### config.mk
export PLATFORM = sky130hd
export DESIGN_NAME = pending_encoder_8to3
export DESIGN_NICKNAME = d
export VERILOG_FILES = /design/src/rtl/pending_encoder_8to3_pkg.sv /design/src/rtl/pending_encoder_8to3_prio.sv /design/src/rtl/pending_encoder_8to3.sv
export SDC_FILE = /design/constraint.sdc
export NUM_CORES = 1
export LEC_CHECK = 0
export CELL_PAD_IN_SITES_DETAIL_PLACEMENT = 0
export CELL_PAD_IN_SITES_GLOBAL_PLACEMENT = 2
export CORE_ASPECT_RATIO = 1.25
export CORE_MARGIN = 10
export CORE_UTILIZATION = 22
export DETAILED_ROUTE_END_ITERATION = 12
export PLACE_DENSITY = 0.75
export RECOVER_POWER = 25
export SYNTH_ARGS = -nofsm -noshare
export SYNTH_HDL_FRONTEND = slang
export SYNTH_SLANG_ARGS = --single-unit
### constraint.sdc
create_clock -name clk -period 1.73 [get_ports clk]
set_clock_uncertainty 0.2 [all_clocks]
set_input_delay 0.346 -clock clk [delete_from_list [all_inputs] [get_ports clk]]
set_output_delay 0.346 -clock clk [all_outputs]
set_load 0.02 [all_outputs]
### src/rtl/pending_encoder_8to3_pkg.sv
// Shared constants, state encoding and helpers for the 8-to-3 pending request encoder.
package enc_pkg;

    localparam int N = 8;
    localparam int W = $clog2(N);

    typedef enum logic {
        IDLE = 1'b0,
        HOLD = 1'b1
    } enc_state_t;

    function automatic logic [N-1:0] onehot(input logic [W-1:0] idx);
        logic [N-1:0] v;
        v      = '0;
        v[idx] = 1'b1;
        return v;
    endfunction

endpackage

### src/rtl/pending_encoder_8to3_prio.sv
// Combinational fixed-priority picker: index of the lowest (or highest) set bit of vec.
module prio_encoder8
    import enc_pkg::*;
#(
    parameter bit PRIORITY_HIGH = 1'b0
)
(
    input  logic [N-1:0] vec,
    output logic [W-1:0] idx,
    output logic         any
);

    // Scanning towards the winning end lets the last hit overwrite earlier ones.
    always_comb begin
        idx = '0;
        any = |vec;
        if (PRIORITY_HIGH) begin
            for (int i = 0; i < N; i++) begin
                if (vec[i]) idx = W'(i);
            end
        end else begin
            for (int i = N - 1; i >= 0; i--) begin
                if (vec[i]) idx = W'(i);
            end
        end
    end

endmodule

### src/rtl/pending_encoder_8to3.sv
// Sticky request collector that serialises pending lines into 3-bit indices over valid/ready.
module pending_encoder_8to3
    import enc_pkg::*;
#(
    parameter bit PRIORITY_HIGH = 1'b0
)
(
    input  logic         clk,
    input  logic         rst_n,
    input  logic [N-1:0] req_in,
    input  logic         clr,
    output logic         out_valid,
    input  logic         out_ready,
    output logic [W-1:0] out_idx,
    output logic [N-1:0] pending,
    output logic         overflow
);

    enc_state_t     state_q, state_d;
    logic [N-1:0]   pending_q, pending_d;
    logic [W-1:0]   out_idx_q, out_idx_d;
    logic           overflow_q, overflow_d;

    logic [W-1:0]   winner;
    logic           winner_any;
    logic           load;
    logic [N-1:0]   load_mask;

    // Only the registered pending vector competes; fresh requests wait one cycle.
    prio_encoder8 #(
        .PRIORITY_HIGH (PRIORITY_HIGH)
    ) u_prio (
        .vec (pending_q),
        .idx (winner),
        .any (winner_any)
    );

    always_ff @(posedge clk or negedge rst_n) begin
        if (!rst_n) begin
            state_q <= IDLE;
        end else begin
            state_q <= state_d;
        end
    end

    always_comb begin
        state_d = state_q;
        if (clr) begin
            state_d = IDLE;
        end else begin
            unique case (state_q)
                IDLE: begin
                    if (winner_any) state_d = HOLD;
                end
                HOLD: begin
                    if (out_ready && !winner_any) state_d = IDLE;
                end
                default: state_d = IDLE;
            endcase
        end
    end

    // A held index never gets preempted; a new winner loads only on an empty or draining slot.
    always_comb begin
        out_valid = (state_q == HOLD);
        load      = 1'b0;
        if (!clr) begin
            unique case (state_q)
                IDLE:    load = winner_any;
                HOLD:    load = out_ready && winner_any;
                default: load = 1'b0;
            endcase
        end
        load_mask = load ? onehot(winner) : '0;
    end

    always_comb begin
        pending_d  = (pending_q & ~load_mask) | req_in;
        overflow_d = |(req_in & pending_q & ~load_mask);
        out_idx_d  = load ? winner : out_idx_q;
        if (clr) begin
            pending_d  = '0;
            overflow_d = 1'b0;
        end
    end

    always_ff @(posedge clk or negedge rst_n) begin
        if (!rst_n) begin
            pending_q  <= '0;
            out_idx_q  <= '0;
            overflow_q <= 1'b0;
        end else begin
            pending_q  <= pending_d;
            out_idx_q  <= out_idx_d;
            overflow_q <= overflow_d;
        end
    end

    assign out_idx  = out_idx_q;
    assign pending  = pending_q;
    assign overflow = overflow_q;

endmodule

# Word level (Yosys, flattened, before mapping)
# Cells that the tools add are included.
# word_totals
in_bits	12
ff_bits	13
out_inout_bits	13
# classes
mux	19
order_cmp	2
n_reduce_logical	6
n_bitwise	6
# op_table
cell	n
$and 8x8->8	3
$mux 3	8
$mux 8	2
$reduce_or 8->1	2
$not 8->8	1
$or 8x8->8	1
$mux 1	6
$lt 3x4->1 const B	1
$pmux 1 s2	2
$demux 1 s3	1
$ge 3x1->1 const B	1
$logic_and 1x1->1	3
$logic_not 1->1	1
$not 1->1	1

# Depth between registers and ports, before layout
# logic_depth
word_depth	17
mapped_depth	6
mapped_depth_nobuf	5

# Cells and area by module
# Synthesis repeated with hierarchy kept, for this count alone.
# unflattened
cells_unflattened	95
hier_area_um2	772.0
# modules_own_cells
mod	cells_each	area_each_um2	n_inst
pending_encoder_8to3	82	690.7	1
prio_encoder8	13	81.3	1

# Worst setup path after synthesis
# No wires, ideal clock.
# synth_timing
kind	flip-flop to flip-flop
startpoint	register pending_q[0] (netlist: pending[0])
endpoint	register overflow_q (netlist: overflow)
path_slack_ns	-0.232
required_ns	1.393
synth_period_minus_slack_ns	1.962
arrival_time_ns	1.625
n_path_buf	1
setup_time_ns	0.137
path_stages_with_launch	7
cell_sequence	dfrtp_1 buf_6 or2_4 o41a_1 a32o_1 a31oi_1 a31oi_1
# synth_via
elab_chain_cells	10
elab_cells_between_ends	16
cone_classes	order compare: 2; mux: 7; bitwise: 3; reduce/logical: 4
# synth_rtl
element	line_no	source
from (decl)	pending_encoder_8to3.sv:20	logic [N-1:0] pending_q, pending_d;
from (signal assigned)	pending_encoder_8to3.sv:93	pending_q <= pending_d;
$mux 3	pending_encoder_8to3_prio.sv:23	if (vec[i]) idx = W'(i);
$lt 3x4->1 (not written as such) / $ge 3x1->1 (equally long branches)	pending_encoder_8to3_pkg.sv:15	v[idx] = 1'b1;
$logic_and 1x1->1 (not written as such)	pending_encoder_8to3_pkg.sv:15	
$mux 1 (not written as such)	pending_encoder_8to3_pkg.sv:15	
$demux 1 s3	pending_encoder_8to3_pkg.sv:15	
$mux 8	pending_encoder_8to3.sv:74	load_mask = load ? onehot(winner) : '0;
$not 8->8	pending_encoder_8to3.sv:79	overflow_d = |(req_in & pending_q & ~load_mask);
$and 8x8->8 *	pending_encoder_8to3.sv:79	
$reduce_or 8->1 *	pending_encoder_8to3.sv:79	
$mux 1 *	pending_encoder_8to3.sv:81	if (clr) begin
via overflow_d	pending_encoder_8to3.sv:22	logic overflow_q, overflow_d;
to (signal assigned)	pending_encoder_8to3.sv:95	overflow_q <= overflow_d;
to (decl)	pending_encoder_8to3.sv:22	
# Mark *: on every way through the listed nets, which the timed path passes. The rest lies on a longest branch.
# A chain may end at the register's enable or synchronous reset.

# Worst setup path after layout
# Ends and elaborated chain as after synthesis.

==> out/results.tsv <==
stage	metric	value	unit
power	fin_total_pwr	0.846	mW
cts	cts_inserted_buffers	3	
cells_and_area	fin_util	39.1	%
hold_path	worstHoldPathType	flop to flop	
place	buffer_ports.inserted	24	
floorplanning	start_util	23.5	%
critical_path	worst_path_dominant_cell_family	compound AO/OA/AOI/OAI gates	
critical_path	ff2ff_setup_slack	-100	ps
global_routing	number_of_antenna_violations_at_the_first_check_in_global_routing	0	
synthesis	yosys_register_bits	13	
critical_path	critical_path_buf_inv_count	0	
cts	worst_skew_pair.late_latency	280	ps
cells_and_area	antennaDiodeCount	0	
drt	wirelength	2350	um
critical_path	critical_path_peak_fanout	4	
floorplanning	die_x	70.6	um
hold_path	holdCritStartpoint	out_idx[0]$_DFFE_PN0P_	
synthesis	synth.cell_area	704	sq um
status	outcome	complete, but fails checks	
synthesis	ys_async_sr_fraction	100	%
cts	clk_pin_slew_worst_paths	80	ps
synthesis	synth_cells	78	
drt	drc	0	
timing	shortest_period_the_worst_path_allows	1830	ps
critical_path	timing.critical_path.slowest_stage_cell	sky130_fd_sc_hd__dfrtp_2	
critical_path	required	1680	ps
cts	cts-htree-levels	1	
critical_path	crit_cells	5	
critical_path	path_cells	or2_4, o41a_1, a32o_1, a31oi_1, a31oi_1	
power	power.static_leakage	0.525	nW
cells_and_area	design.final.nets	134	
power	cell_internal_pwr	0.568	mW
synthesis	distinct_cells_synth	31	
critical_path	timing.reg2reg.worst_path_depth	5	
power	p_clk_share	22.4	%
global_routing	grt_overflow_total	0	
power	switching_share	32.8	%
drt	viasPerCell	4.66	
global_routing	grt_first_pass_wirelength	3710	um
place	detailed_place.area	1090	sq um
timing	fmax	0.548	GHz
timing	finalHoldViolations	0	
cts	clock-root-buffer	sky130_fd_sc_hd__clkbuf_4	
critical_path	crit_path_start_kind	flop	
cts	cts_tree	built	
critical_path	crit-reg2reg-capture	overflow$_DFF_PN0_	
timing	final_min_period_over_clock_period	105	%
power	power.ir.vdd_worst	0.375	mV
synthesis	yosysWarnings	0	
timing	setup_violations	2	
run	max-cap-violations	0	
place	globalplace.congestion	0.776	
drt	detail_route.first_pass.iterations	3	
status	failed_checks	negative setup slack	
critical_path	critical_path.reg2reg.startpoint	pending[0]$_DFF_PN0_	
synthesis	synth_flop_type	sky130_fd_sc_hd__dfrtp_1	
synthesis	syn-num-nets	90	
floorplanning	row_count	22	
drt	drt.antenna.violating_nets	0	
critical_path	path_class	flop to flop	
timing	slew_viol_final	0	
power	power_switching	0.277	mW
cells_and_area	area_delta_synth_final	66.4	%
cells_and_area	filler_cell_count	325	
power	power.combinational.fraction	34.7	%
global_routing	grt_max_degree	14	
power	power_density_cells	721	nW/um^2
cells_and_area	stdcell_area	1170	sq um
place	detailed_placement_wirelength_estimate	1780	um
timing	worst_hold_slack	299	ps
drt	detail_route.wl_per_cell	15.0	um
cells_and_area	drive_gt1_share	31.4	%
synthesis	syn_avg_cell_area	9.03	sq um
drt	num_vias	731	
global_routing	via_count_of_the_first_global_routing_pass	818	
critical_path	critical_path.endpoint_type	flop	
floorplanning	die_h	83.3	um
drt	detail_route.iter0.violations	4	
cts	clk_path_buf_depth	2	
floorplanning	core-area	3000	sq um
timing	tightestPinTransition	758	ps
power	power_frac_seq	42.9	%
hold_path	min_path_cells	1	
critical_path	path_common_cell	sky130_fd_sc_hd__a31oi_1	
synthesis	synth-edff-count	0	
timing	grt_setup_unrepaired	true	
hold_path	timing.hold.worst_endpoint	out_idx[0]$_DFFE_PN0P_	
synthesis	portion_of_the_post_synthesis_area_used_by_sequential_elements	46.2	%
cts	cts.sink_count	13	
place	detailedPlace.worstSlack	-360	ps
critical_path	worst_path_largest_cell_delay	440	ps
critical_path	worst_ep_arrival_time	1780	ps
timing	worst_slew_margin_rel	49.5	%
floorplanning	die_area	5880	sq um
timing	setup_slack	-95.1	ps
floorplanning	boundaryPins	25	
global_routing	grt_use_total	7.52	%
[timing repair]
item	4_1_cts	5_1_grt
resized for setup	20	15
pin swaps	2	5
endpoints found under the setup margin	17	10
hold buffers	0	0
setup buffers	1	1
cloned	0	0
[cell usage in the layout (no fill, tap or decap), types with 2 or more instances in the layout]
cell,n
sky130_fd_sc_hd__a21oi_2,2
sky130_fd_sc_hd__clkdlybuf4s50_1,9
sky130_fd_sc_hd__clkbuf_2,2
sky130_fd_sc_hd__nand2_1,2
sky130_fd_sc_hd__nor2b_1,2
sky130_fd_sc_hd__buf_6,2
sky130_fd_sc_hd__clkbuf_4,3
sky130_fd_sc_hd__inv_1,4
sky130_fd_sc_hd__o21ai_2,2
sky130_fd_sc_hd__dfrtp_2,2
sky130_fd_sc_hd__buf_4,16
sky130_fd_sc_hd__dlygate4sd2_1,10
sky130_fd_sc_hd__a21oi_1,10
sky130_fd_sc_hd__clkbuf_1,2
sky130_fd_sc_hd__clkdlybuf4s15_1,2
sky130_fd_sc_hd__a31oi_1,3
sky130_fd_sc_hd__nor2_1,11
sky130_fd_sc_hd__dfrtp_1,11
[synthesized netlist by cell type (2+ instances only)]
master	n	area (sq um)
sky130_fd_sc_hd__mux2_1	2	22.5
sky130_fd_sc_hd__dfrtp_1	13	325
sky130_fd_sc_hd__nand3_1	2	10.0
sky130_fd_sc_hd__nand2_1	2	7.51
sky130_fd_sc_hd__a31oi_1	3	18.8
sky130_fd_sc_hd__clkbuf_1	2	7.51
sky130_fd_sc_hd__o21ai_1	2	10.0
sky130_fd_sc_hd__o21ai_0	2	10.0
sky130_fd_sc_hd__inv_1	4	15.0
sky130_fd_sc_hd__nor2_1	12	45.0
sky130_fd_sc_hd__a21oi_1	12	60.1
sky130_fd_sc_hd__nor2b_1	2	12.5
sky130_fd_sc_hd__nand2b_1	2	12.5
[routing by layer]
layer,part of all wire (%),up-vias,GRT usage (%)
met5,0,-,0
met4,0,0,2.11
met3,4.8,0,2.62
met2,50,14,12.5
met1,45,346,8.83
li1,-,371,-
[registers in the layout, summed over array words and instances (netlist names)]
register,cells
out_idx,3
out_valid,1
overflow,1
pending,8
[stage by stage]
step,TNS [ps],std cells
3_5_place_dp,-2130,151
6_report,-105,157
5_1_grt,-474,157
4_1_cts,-110,156
2_1_floorplan,-400,78
3_3_place_gp,-1940,151
[how the worst max path moves through the flow]
stage	start	to
2_1_floorplan	pending[2]$_DFF_PN0_	overflow$_DFF_PN0_
3_3_place_gp	clr	overflow$_DFF_PN0_
3_5_place_dp	out_ready	overflow$_DFF_PN0_
4_1_cts	pending[0]$_DFF_PN0_	overflow$_DFF_PN0_
5_1_grt	pending[3]$_DFF_PN0_	overflow$_DFF_PN0_
6_report	pending[0]$_DFF_PN0_	overflow$_DFF_PN0_
[cell families (layout without fill, tap and decap cells)]
| group | count (synthesis) | after routing | share of synthesized area [%] |
|---|---|---|---|
| AO/OA/AOI/OAI | 28 | 28 | 25.0 |
| buffers and inverters | 8 | 51 | 5.51 |
| flip-flops | 13 | 13 | 46.2 |
| multiplexers | 2 | 2 | 3.20 |
| AND/OR/NAND/NOR | 27 | 27 | 20.1 |
[power by group through the flow]
stage	Clock [mW]	Combinational [mW]	Sequential [mW]
6_report	0.190	0.294	0.362
5_1_grt	0.216	0.320	0.369
4_1_cts	0.200	0.277	0.361
3_5_place_dp	0	0.291	0.367
3_3_place_gp	0	0.291	0.367
2_1_floorplan	0	0.0947	0.404
[worst register-to-register path, delay by kind of cell, from the launching register on]
| family | cells | cell delay [ps] |
|---|---|---|
| AOI/OAI and AO/OA | 4 | 810 |
| DFF | 1 | 440 |
| and+or+nand+nor | 1 | 260 |
[final cells by class]
class | count | area, sq um | area share (%)
multi-input combinational | 57 | 394 | 33.6
timing repair buffer | 43 | 364 | 31.1
sequential | 13 | 328 | 28.0
tap | 36 | 45.0 | 3.84
clock buffer | 4 | 26.3 | 2.24
inverter | 4 | 15.0 | 1.28
Power figures use the tool's default switching activity.
